File: src/rtl/register_32.sv
// 32-bit alias of enabled_register, cleared to zero on reset.
module register_32 (
    output logic [31:0] q,
    input  logic [31:0] d,
    input  logic        write,
    input  logic        reset,
    input  logic        clk
);

    enabled_register #(
        .WIDTH       (32),
        .RESET_VALUE (32'd0)
    ) u_reg (
        .q     (q),
        .d     (d),
        .write (write),
        .reset (reset),
        .clk   (clk)
    );

endmodule

File: src/rtl/enabled_register.sv
// Generic WIDTH-bit register with synchronous write enable and asynchronous active-high reset.
// Every pipeline field register is an instance of this block or one of its fixed-width aliases.
module enabled_register #(
    parameter int unsigned           WIDTH       = 32,
    parameter logic [WIDTH-1:0]      RESET_VALUE = '0
) (
    output logic [WIDTH-1:0] q,
    input  logic [WIDTH-1:0] d,
    input  logic             write,
    input  logic             reset,
    input  logic             clk
);

    logic [WIDTH-1:0] q_q;
    logic [WIDTH-1:0] q_d;

    always_comb begin
        q_d = q_q;
        if (write) begin
            q_d = d;
        end
    end

    // Reset wins over write, including when it is released on a clock edge.
    always_ff @(posedge clk or posedge reset) begin
        if (reset) begin
            q_q <= RESET_VALUE;
        end else begin
            q_q <= q_d;
        end
    end

    assign q = q_q;

endmodule

File: config.mk
export PLATFORM = sky130hd
export DESIGN_NAME = register_32
export DESIGN_NICKNAME = d
export VERILOG_FILES = /design/src/rtl/register_32.sv /design/src/rtl/enabled_register.sv
export SDC_FILE = /design/constraint.sdc
export NUM_CORES = 1
export LEC_CHECK = 0
export BUFFER_PORTS_ARGS = -buffer_cell sky130_fd_sc_hd__buf_2
export CAP_MARGIN = 20
export CORE_ASPECT_RATIO = 1.75
export CORE_UTILIZATION = 35
export CTS_CLUSTER_DIAMETER = 100
export DETAILED_ROUTE_END_ITERATION = 6
export HOLD_SLACK_MARGIN = 0.12
export PLACE_DENSITY_LB_ADDON = 0.15
export SETUP_SLACK_MARGIN = 0.02
export SLEW_MARGIN = 20
export SYNTH_ARGS = -nofsm -noshare
export SYNTH_HDL_FRONTEND = slang
export SYNTH_SLANG_ARGS = --single-unit
File: constraint.sdc
create_clock -name clk -period 1.5 [get_ports clk]
set_input_delay 0.225 -clock clk [delete_from_list [all_inputs] [get_ports clk]]
set_output_delay 0.225 -clock clk [all_outputs]
set_load 0.1 [all_outputs]
[After elaboration in Yosys (flattened, before gate mapping)]
Cells that the tools add are included.
W data, S select, Z words.
Storage, ports and cells
  bits in registers: 32
  input port bits: 35
  output and inout bits: 32
  logic and storage cells: 1

[Depth between registers and ports, before layout]
Gate-level depths: netlist (run 1).
  word-level depth: 0
  depth in mapped cells: 3
  gate-level depth less buffers: 1

[Worst setup path after synthesis (run 1)]
No wires, ideal clock.
  kind: register to register
  from: register, netlist name u_reg.q[0]
  to: register u_reg.q_q[0] (netlist: u_reg.q[0])
  library setup time: 0.126 ns
  arrival time: 1.132 ns
  data required time: 1.374 ns
  path slack: 0.242 ns
  stages on the path, launching flop included: 2
  path buffers: 0
  period minus slack after synthesis: 1.258 ns
  cells stage by stage: dfrtp_1 mux2_4
RTL lines
  end signal: assignment: line enabled_register.sv:29  | q_q <= q_d;
  end: declaration: line enabled_register.sv:14  | logic [WIDTH-1:0] q_q;

[Worst setup path after layout (run 1)]
  from: register u_reg.q_q[2] (netlist: u_reg.q[2])
  to: output q[2]
RTL lines
  end: declaration: line register_32.sv:3  | output logic [31:0] q,
No word-level cell between the ends.

==> results of run 1 <==
## synth_stat cells (all sizes together)
master,instances,share of area [%]
mux2,32,35
dfrtp,32,59
inv,1,0.28
buf,4,5.3
## through the flow
| stage | hold slack, ps | instances |
|---|---|---|
| 2_1_floorplan | 341 | 69 |
| 3_3_place_gp | 328 | 179 |
| 3_5_place_dp | 332 | 179 |
| 4_1_cts | 168 | 187 |
| 5_1_grt | 165 | 187 |
| 6_report | 177 | 187 |
## cells by family (layout without fill, tap and decap cells)
| group | Yosys count | count (layout) | share of synthesized area (%) |
|---|---|---|---|
| mux | 32 | 32 | 35.1 |
| buf+inv | 5 | 77 | 5.57 |
| flops | 32 | 32 | 59.4 |
## area by class of cell
type | count | area (um2)
tap | 46 | 57.6
multi-input combinational | 32 | 473
clock buffer | 6 | 72.6
timing repair buffer | 69 | 368
inverter | 1 | 3.75
clock inverter | 1 | 5.00
fill | 355 | 1880
sequential | 32 | 801
## worst paths after layout
kind,start,end,slack [ps],depth (start not counted)
min in group asynchronous,reset,u_reg.q[9]$_DFFE_PP0P_,580,4
worst min register to register,u_reg.q[20]$_DFFE_PP0P_,u_reg.q[20]$_DFFE_PP0P_,510,1
worst min-delay path,d[24],u_reg.q[24]$_DFFE_PP0P_,180,2
worst max-delay path,u_reg.q[2]$_DFFE_PP0P_,q[2],210,1
max in group asynchronous,reset,u_reg.q[29]$_DFFE_PP0P_,640,4
worst max register to register,u_reg.q[19]$_DFFE_PP0P_,u_reg.q[19]$_DFFE_PP0P_,720,1
## power groups by stage
stage / Sequential, W / Combinational (W) / Clock [W]
global route: 0.00101 / 0.00101 / 0.000660
finish: 0.000996 / 0.000981 / 0.000598
CTS: 0.000998 / 0.000989 / 0.000625
floorplan: 0.00165 / 0.000192 / 0
global placement: 0.00101 / 0.000982 / 0
detailed placement: 0.00101 / 0.000984 / 0
## cell usage in the layout, fill, tap and decap left out
cell,n
mux2_2,2
buf_4,1
clkinv_2,1
dfrtp_1,32
buf_2,66
dlygate4sd3_1,1
inv_1,1
clkbuf_1,1
mux2_4,30
clkbuf_8,5
buf_12,1
## per-layer routing
layer / vias to the layer above / share of wire (%) / track usage (%)
met5: - / 0 / 0
met4: 0 / 1.2 / 7.22
met3: 4 / 6.1 / 5.10
met2: 45 / 54 / 21.1
met1: 395 / 39 / 15.2
li1: 377 / - / -
==> results.json, run 1 <==
{
  "core_um2": 3660,
  "clk_path_buf_depth": 2,
  "drcViolationCount": 0,
  "clkPwrFrac_pct": 23.2,
  "worst_slack_ps": 208,
  "largest_reg_flops": 32,
  "hold_viol_final": 0,
  "post_cts_buffers": 0,
  "initialDrtViolationCount": 9,
  "grt_setup_unrepaired": "no",
  "syn-num-nets": 104,
  "port_buffers": 66,
  "p_sw_share_pct": 42.3,
  "drive_above_1_share_pct": 75.2,
  "io_pins": 67,
  "dp_slack_ps": 430,
  "ant_nets": 0,
  "grt_overflow": 0,
  "cp-start-kind": "flip-flop",
  "worstMarginPinSlew_ps": 493,
  "yosysUniqueCellTypes": 6,
  "clkSinkCount": 32,
  "path_clk_slew_ps": 60,
  "cts_tree": "done",
  "gp_congestion": 0.720,
  "routedWlPerCell_um": 13.2,
  "worstPathArrival_ps": 1070,
  "cts_buffers": 5,
  "grtUsageTotal_pct": 13.3,
  "p_leak_nw": 0.954,
  "hold_path_class": "input port to flip-flop",
  "setup-tns-final_ps": 0,
  "wirelength_um": 2470,
  "fmax_mhz": 774,
  "slowest_stage": "buf_2",
  "viasPerCell": 4.39,
  "cts_resized": 0,
  "h-tree-depth": 2,
  "antenna_found_initial": 0,
  "path_buf_inv": 1,
  "dieArea_um2": 4120,
  "finalCriticalPeriod_ps": 1290,
  "dieWidth_um": 48.9,
  "skew_ps": 0,
  "slowest_delay_ps": 430,
  "design_area_um2": 1780,
  "cts_hold_buf": 1,
  "drt_pass1_iterations": 3,
  "vias": 821,
  "min_period_over_period_pct": 86.1,
  "synth-seq-cells": 32,
  "clockRootBuffer": "clkbuf_8",
  "num_rows": 29,
  "syn_avg_cell_area_um2": 19.5,
  "fin_nets": 176,
  "crit_fanout": 2,
  "worstPathCellList": "buf_2",
  "grt_pass1_vias": 828,
  "synth_area_um2": 1350,
  "placed_area_um2": 1690,
  "pwr-share-seq_pct": 38.7,
  "final_core_util_pct": 48.6,
  "max_cap_viol_count": 0,
  "crit_type": "flip-flop to output pin",
  "antenna_cells": 0,
  "ir_drop_v": 0.000794,
  "end_kind": "output pin",
  "grt_start_max_net_pins": 33,
  "clk_latency_ps": 270,
  "start_util_pct": 36.8,
  "cpLargestDelayFamily": "buffers and inverters",
  "combPwrFrac_pct": 38.1,
  "p_switching_w": 0.00109,
  "die_h_um": 84.1,
  "ys_warn_count": 0,
  "slew_viol_final": 0,
  "yosysSeqAreaShare_pct": 59.4,
  "dp_hpwl_um": 1730,
  "p_total_w": 0.00258,
  "slew_headroom_pct": 67.4,
  "crit_required_ps": 1270,
  "syn2layout_area_growth_pct": 32.0,
  "grt_pass1_wl_um": 4050,
  "status": "finished, final reports clean",
  "finalSetupViolations": 0,
  "syn_inst": 69,
  "p_int_w": 0.00149,
  "powerDensity_nw_per_um2": 1450
}
No activity file was read; power rests on OpenSTA's default activity.
==> run 2: changes to the inputs <==
--- a/config.mk
+++ b/config.mk
@@ -15,3 +15,4 @@
 export PLACE_DENSITY_LB_ADDON = 0.15
-export SETUP_SLACK_MARGIN = 0.02
+export REMOVE_ABC_BUFFERS = 1
+export SETUP_SLACK_MARGIN = 0.3
 export SLEW_MARGIN = 20
==> constraint.sdc (replaced) <==
create_clock -name clk -period 1.5 [get_ports clk]
set_input_delay 0.3 -clock clk [delete_from_list [all_inputs] [get_ports clk]]
set_output_delay 0.3 -clock clk [all_outputs]
set_load 0.1 [all_outputs]
==> results.json, run 2 (synthesized netlist as in run 1, its figures left out) <==
{
  "p_total_w": 0.00297,
  "status": "finished, final reports clean",
  "final_cell_mix": "buf_2 (34), dfrtp_1 (32), mux2_4 (30)",
  "path_buf_inv": 1,
  "largest_reg_flops": 32,
  "fin_nets": 184,
  "worstPathArrival_ps": 880,
  "finalCriticalPeriod_ps": 1180,
  "end_kind": "output pin",
  "p_leak_nw": 1.16,
  "vias": 866,
  "gp_congestion": 0.638,
  "worstMarginPinSlew_ps": 406,
  "ant_nets": 0,
  "antenna_found_initial": 0,
  "cts_buffers": 5,
  "crit_required_ps": 1200,
  "crit_type": "flip-flop to output pin",
  "cp-start-kind": "flip-flop",
  "clk_latency_ps": 270,
  "pwr-share-seq_pct": 35.3,
  "drive_above_1_share_pct": 76.0,
  "io_pins": 67,
  "clk_path_buf_depth": 2,
  "antenna_cells": 0,
  "die_h_um": 84.1,
  "grt_start_max_net_pins": 33,
  "setup-tns-final_ps": 0,
  "final_core_util_pct": 63.0,
  "min_period_over_period_pct": 78.8,
  "combPwrFrac_pct": 42.9,
  "grt_pass1_vias": 920,
  "cts_tree": "done",
  "initialDrtViolationCount": 5,
  "clockRootBuffer": "clkbuf_8",
  "startpoint": "u_reg.q[29]$_DFFE_PP0P_",
  "ir_drop_v": 0.000854,
  "path_clk_slew_ps": 60,
  "dieArea_um2": 4120,
  "final_cells": 196,
  "worstHoldStart": "d[14]",
  "grtUsageTotal_pct": 14.1,
  "skew_ps": 0,
  "place_inst": 180,
  "reg2reg_slack_ps": 570,
  "grt_overflow": 0,
  "syn2layout_area_growth_pct": 71.2,
  "grt_setup_unrepaired": "yes",
  "worstPathCellList": "buf_8",
  "h-tree-depth": 2,
  "slowest_delay_ps": 390,
  "p_switching_w": 0.00114,
  "core_um2": 3660,
  "hold_path_class": "input port to flip-flop",
  "dieWidth_um": 48.9,
  "drt_pass1_iterations": 2,
  "fmax_mhz": 846,
  "finalSetupViolations": 0,
  "clkPwrFrac_pct": 21.8,
  "hold_viol_final": 0,
  "powerDensity_nw_per_um2": 1290,
  "wirelength_um": 2750,
  "num_rows": 29,
  "cpLargestDelayFamily": "flip-flops",
  "drcViolationCount": 0,
  "r2r-start": "u_reg.q[4]$_DFFE_PP0P_",
  "routedWlPerCell_um": 14.1,
  "viasPerCell": 4.42,
  "start_util_pct": 36.8,
  "p_sw_share_pct": 38.5,
  "crit_fanout": 2,
  "slowest_stage": "dfrtp_1",
  "grt_pass1_wl_um": 4300,
  "dp_hpwl_um": 1780,
  "clkSinkCount": 32,
  "port_buffers": 66,
  "slew_viol_final": 0,
  "slew_headroom_pct": 72.9,
  "p_int_w": 0.00183,
  "final_common_cell": "buf_2",
  "max_cap_viol_count": 0
}
[run 2: metrics by stage]
stage | hold WS [ps] | instance area (um2) | worst slack, ps
4_1_cts | 245 | 2010 | 287
5_1_grt | 239 | 2310 | 288
2_1_floorplan | 416 | 1280 | 242
3_5_place_dp | 414 | 1700 | 338
3_3_place_gp | 399 | 1700 | 358
6_report | 258 | 2310 | 318
[run 2: area by class of cell]
cell class                      instances  area [um2]
Fill cell                             285        1360
Timing Repair Buffer                   77         885
Sequential cell                        32         801
Multi-Input combinational cell         32         473
Clock buffer                            8        90.1
Tap cell                               46        57.6
Inverter                                1        3.75
[run 2: timing repair]
item / 4_1_cts / 5_1_grt
hold endpoints to repair: 32 / 0
hold buffers: 1 / 0
endpoints found under the setup margin: 32 / 31
gates resized for setup: 66 / 57
setup buffers: 0 / 7
[run 2: path summary, 6_finish.rpt]
check / end / cells after the start
setup / recovery: q[29] / 1
hold / removal: u_reg.q[14]$_DFFE_PP0P_ / 2
setup reg to reg: u_reg.q[4]$_DFFE_PP0P_ / 2
hold reg to reg: u_reg.q[0]$_DFFE_PP0P_ / 1
max in group asynchronous: u_reg.q[18]$_DFFE_PP0P_ / 4
min in group asynchronous: u_reg.q[3]$_DFFE_PP0P_ / 4
[run 2: routing by layer]
metal  wire length [um]  vias to the layer above  track usage [%]
met5                  0                        -                0
met4                 21                        0             7.22
met3                163                        2             5.28
met2               1550                       36             23.0
met1               1010                      434             15.8
li1                   -                      394                -
[run 2: power by group through the flow]
stage / Combinational [W] / Sequential (W) / Clock, W
finish: 0.00128 / 0.00105 / 0.000648
global route: 0.00131 / 0.00106 / 0.000728
CTS: 0.00111 / 0.00102 / 0.000683
detailed placement: 0.000989 / 0.00101 / 0
global placement: 0.000982 / 0.00101 / 0
floorplan: 0.000154 / 0.00165 / 0
==> run 3: changes to the inputs <==
- clock period: 1.5 -> 1.1 ns (I/O delays scaled with it)
==> results.json, run 3 (synthesized netlist as in run 1, its figures left out) <==
{
  "finalSetupViolations": 2,
  "grt_setup_unrepaired": "yes",
  "ant_nets": 0,
  "die_h_um": 84.1,
  "grt_pass1_vias": 938,
  "status": "complete, but fails checks",
  "finalCriticalPeriod_ps": 1100,
  "core_um2": 3660,
  "final_cell_mix": "buf_12 (35), buf_2 (34), dfrtp_1 (32)",
  "crit_type": "flip-flop to output pin",
  "wl_met1_um": 1080,
  "drt_pass1_iterations": 2,
  "met3_length_um": 146,
  "initialDrtViolationCount": 12,
  "gp_congestion": 0.779,
  "clk_path_buf_depth": 2,
  "start_util_pct": 36.8,
  "crit_fanout": 2,
  "powerDensity_nw_per_um2": 1680,
  "grt_overflow": 0,
  "slew_viol_final": 0,
  "end_kind": "output pin",
  "clockRootBuffer": "clkbuf_8",
  "routedWlPerCell_um": 13.8,
  "topRoutingLayerUsed": "met4",
  "reg2reg_slack_ps": 80,
  "viasPerCell": 4.33,
  "antenna_found_initial": 0,
  "dieWidth_um": 48.9,
  "dp_hpwl_um": 1990,
  "cts_buffers": 5,
  "worstMarginPinSlew_ps": 174,
  "final_cells": 203,
  "drive_above_1_share_pct": 77.7,
  "grt_pass1_wl_um": 4530,
  "num_rows": 29,
  "cp-start-kind": "flip-flop",
  "dieArea_um2": 4120,
  "path_clk_slew_ps": 60,
  "slowest_stage": "dfrtp_1",
  "h-tree-depth": 2,
  "final_core_util_pct": 66.2,
  "slew_headroom_pct": 88.4,
  "ir_drop_v": 0.00105,
  "grt_start_max_net_pins": 33,
  "max_cap_viol_count": 0,
  "slowest_delay_ps": 410,
  "cts_tree": "done",
  "crit_required_ps": 880,
  "place_inst": 180,
  "p_leak_nw": 1.22,
  "final_common_cell": "buf_12",
  "failed_checks": "negative setup slack",
  "cpLargestDelayFamily": "flip-flops",
  "hold_viol_final": 0,
  "wirelength_um": 2800,
  "hold_path_class": "input port to flip-flop",
  "port_buffers": 66,
  "syn2layout_area_growth_pct": 79.8,
  "antenna_cells": 0,
  "largest_reg_flops": 32,
  "worstPathArrival_ps": 880,
  "worst_slack_ps": -3.56,
  "drcViolationCount": 0,
  "routed-wl-met2_um": 1520,
  "min_period_over_period_pct": 100,
  "io_pins": 67,
  "path_buf_inv": 1,
  "clkSinkCount": 32,
  "fin_nets": 192,
  "clk_latency_ps": 270,
  "vias": 880,
  "grtUsageTotal_pct": 14.9,
  "worstPathCellList": "buf_12",
  "fmax_mhz": 906,
  "skew_ps": 0
}
[run 3: area by class of cell]
cell class | count | area (um2)
clock buffers | 6 | 72.6
clock inverters | 1 | 5.00
fillers | 276 | 1240
inverters | 1 | 3.75
multi-input cells | 32 | 473
flip-flops and latches | 32 | 801
well taps | 46 | 57.6
repair buffers | 85 | 1010
[run 3: layer usage]
layer  global-route usage [%]  vias to the layer above
li1                         -                      410
met1                     17.3                      429
met2                     24.5                       36
met3                     5.10                        5
met4                     6.42                        0
met5                        0                        -
[run 3: path summary, 6_finish.rpt]
| kind | startpoint | end | depth (start not counted) |
|---|---|---|---|
| worst max-delay path | u_reg.q[4]$_DFFE_PP0P_ | q[4] | 1 |
| worst min-delay path | d[10] | u_reg.q[10]$_DFFE_PP0P_ | 2 |
| worst max register to register | u_reg.q[17]$_DFFE_PP0P_ | u_reg.q[17]$_DFFE_PP0P_ | 3 |
| worst min register to register | u_reg.q[13]$_DFFE_PP0P_ | u_reg.q[13]$_DFFE_PP0P_ | 1 |
| max in group asynchronous | reset | u_reg.q[0]$_DFFE_PP0P_ | 4 |
| min in group asynchronous | reset | u_reg.q[26]$_DFFE_PP0P_ | 4 |
[run 3: through the flow]
stage	hold slack [ps]	total power (W)	setup TNS (ps)	instance area (um2)	worst slack, ps
3_5_place_dp	275	0.00319	0	2210	81.8
2_1_floorplan	336	0.00246	-5620	1280	-158
5_1_grt	165	0.00423	-508	2420	-33.6
4_1_cts	164	0.00407	-5.68	2360	-2.86
3_3_place_gp	275	0.00317	0	2210	86.8
6_report	162	0.00408	-5.52	2420	-3.56
[run 3: what timing repair did]
item,4_1_cts,5_1_grt
resized for setup,1,4
gates cloned,0,0
buffers inserted,8,7
hold endpoints to repair,32,0
hold buffers,1,0
setup endpoints to repair,50,63
[run 3: power breakdown]
group          switching [W]  internal [W]  leakage (nW)  total [W]
sequential          0.000133       0.00130         0.374    0.00143
combinational        0.00107      0.000760         0.804    0.00183
clock               0.000393      0.000429        0.0410   0.000822
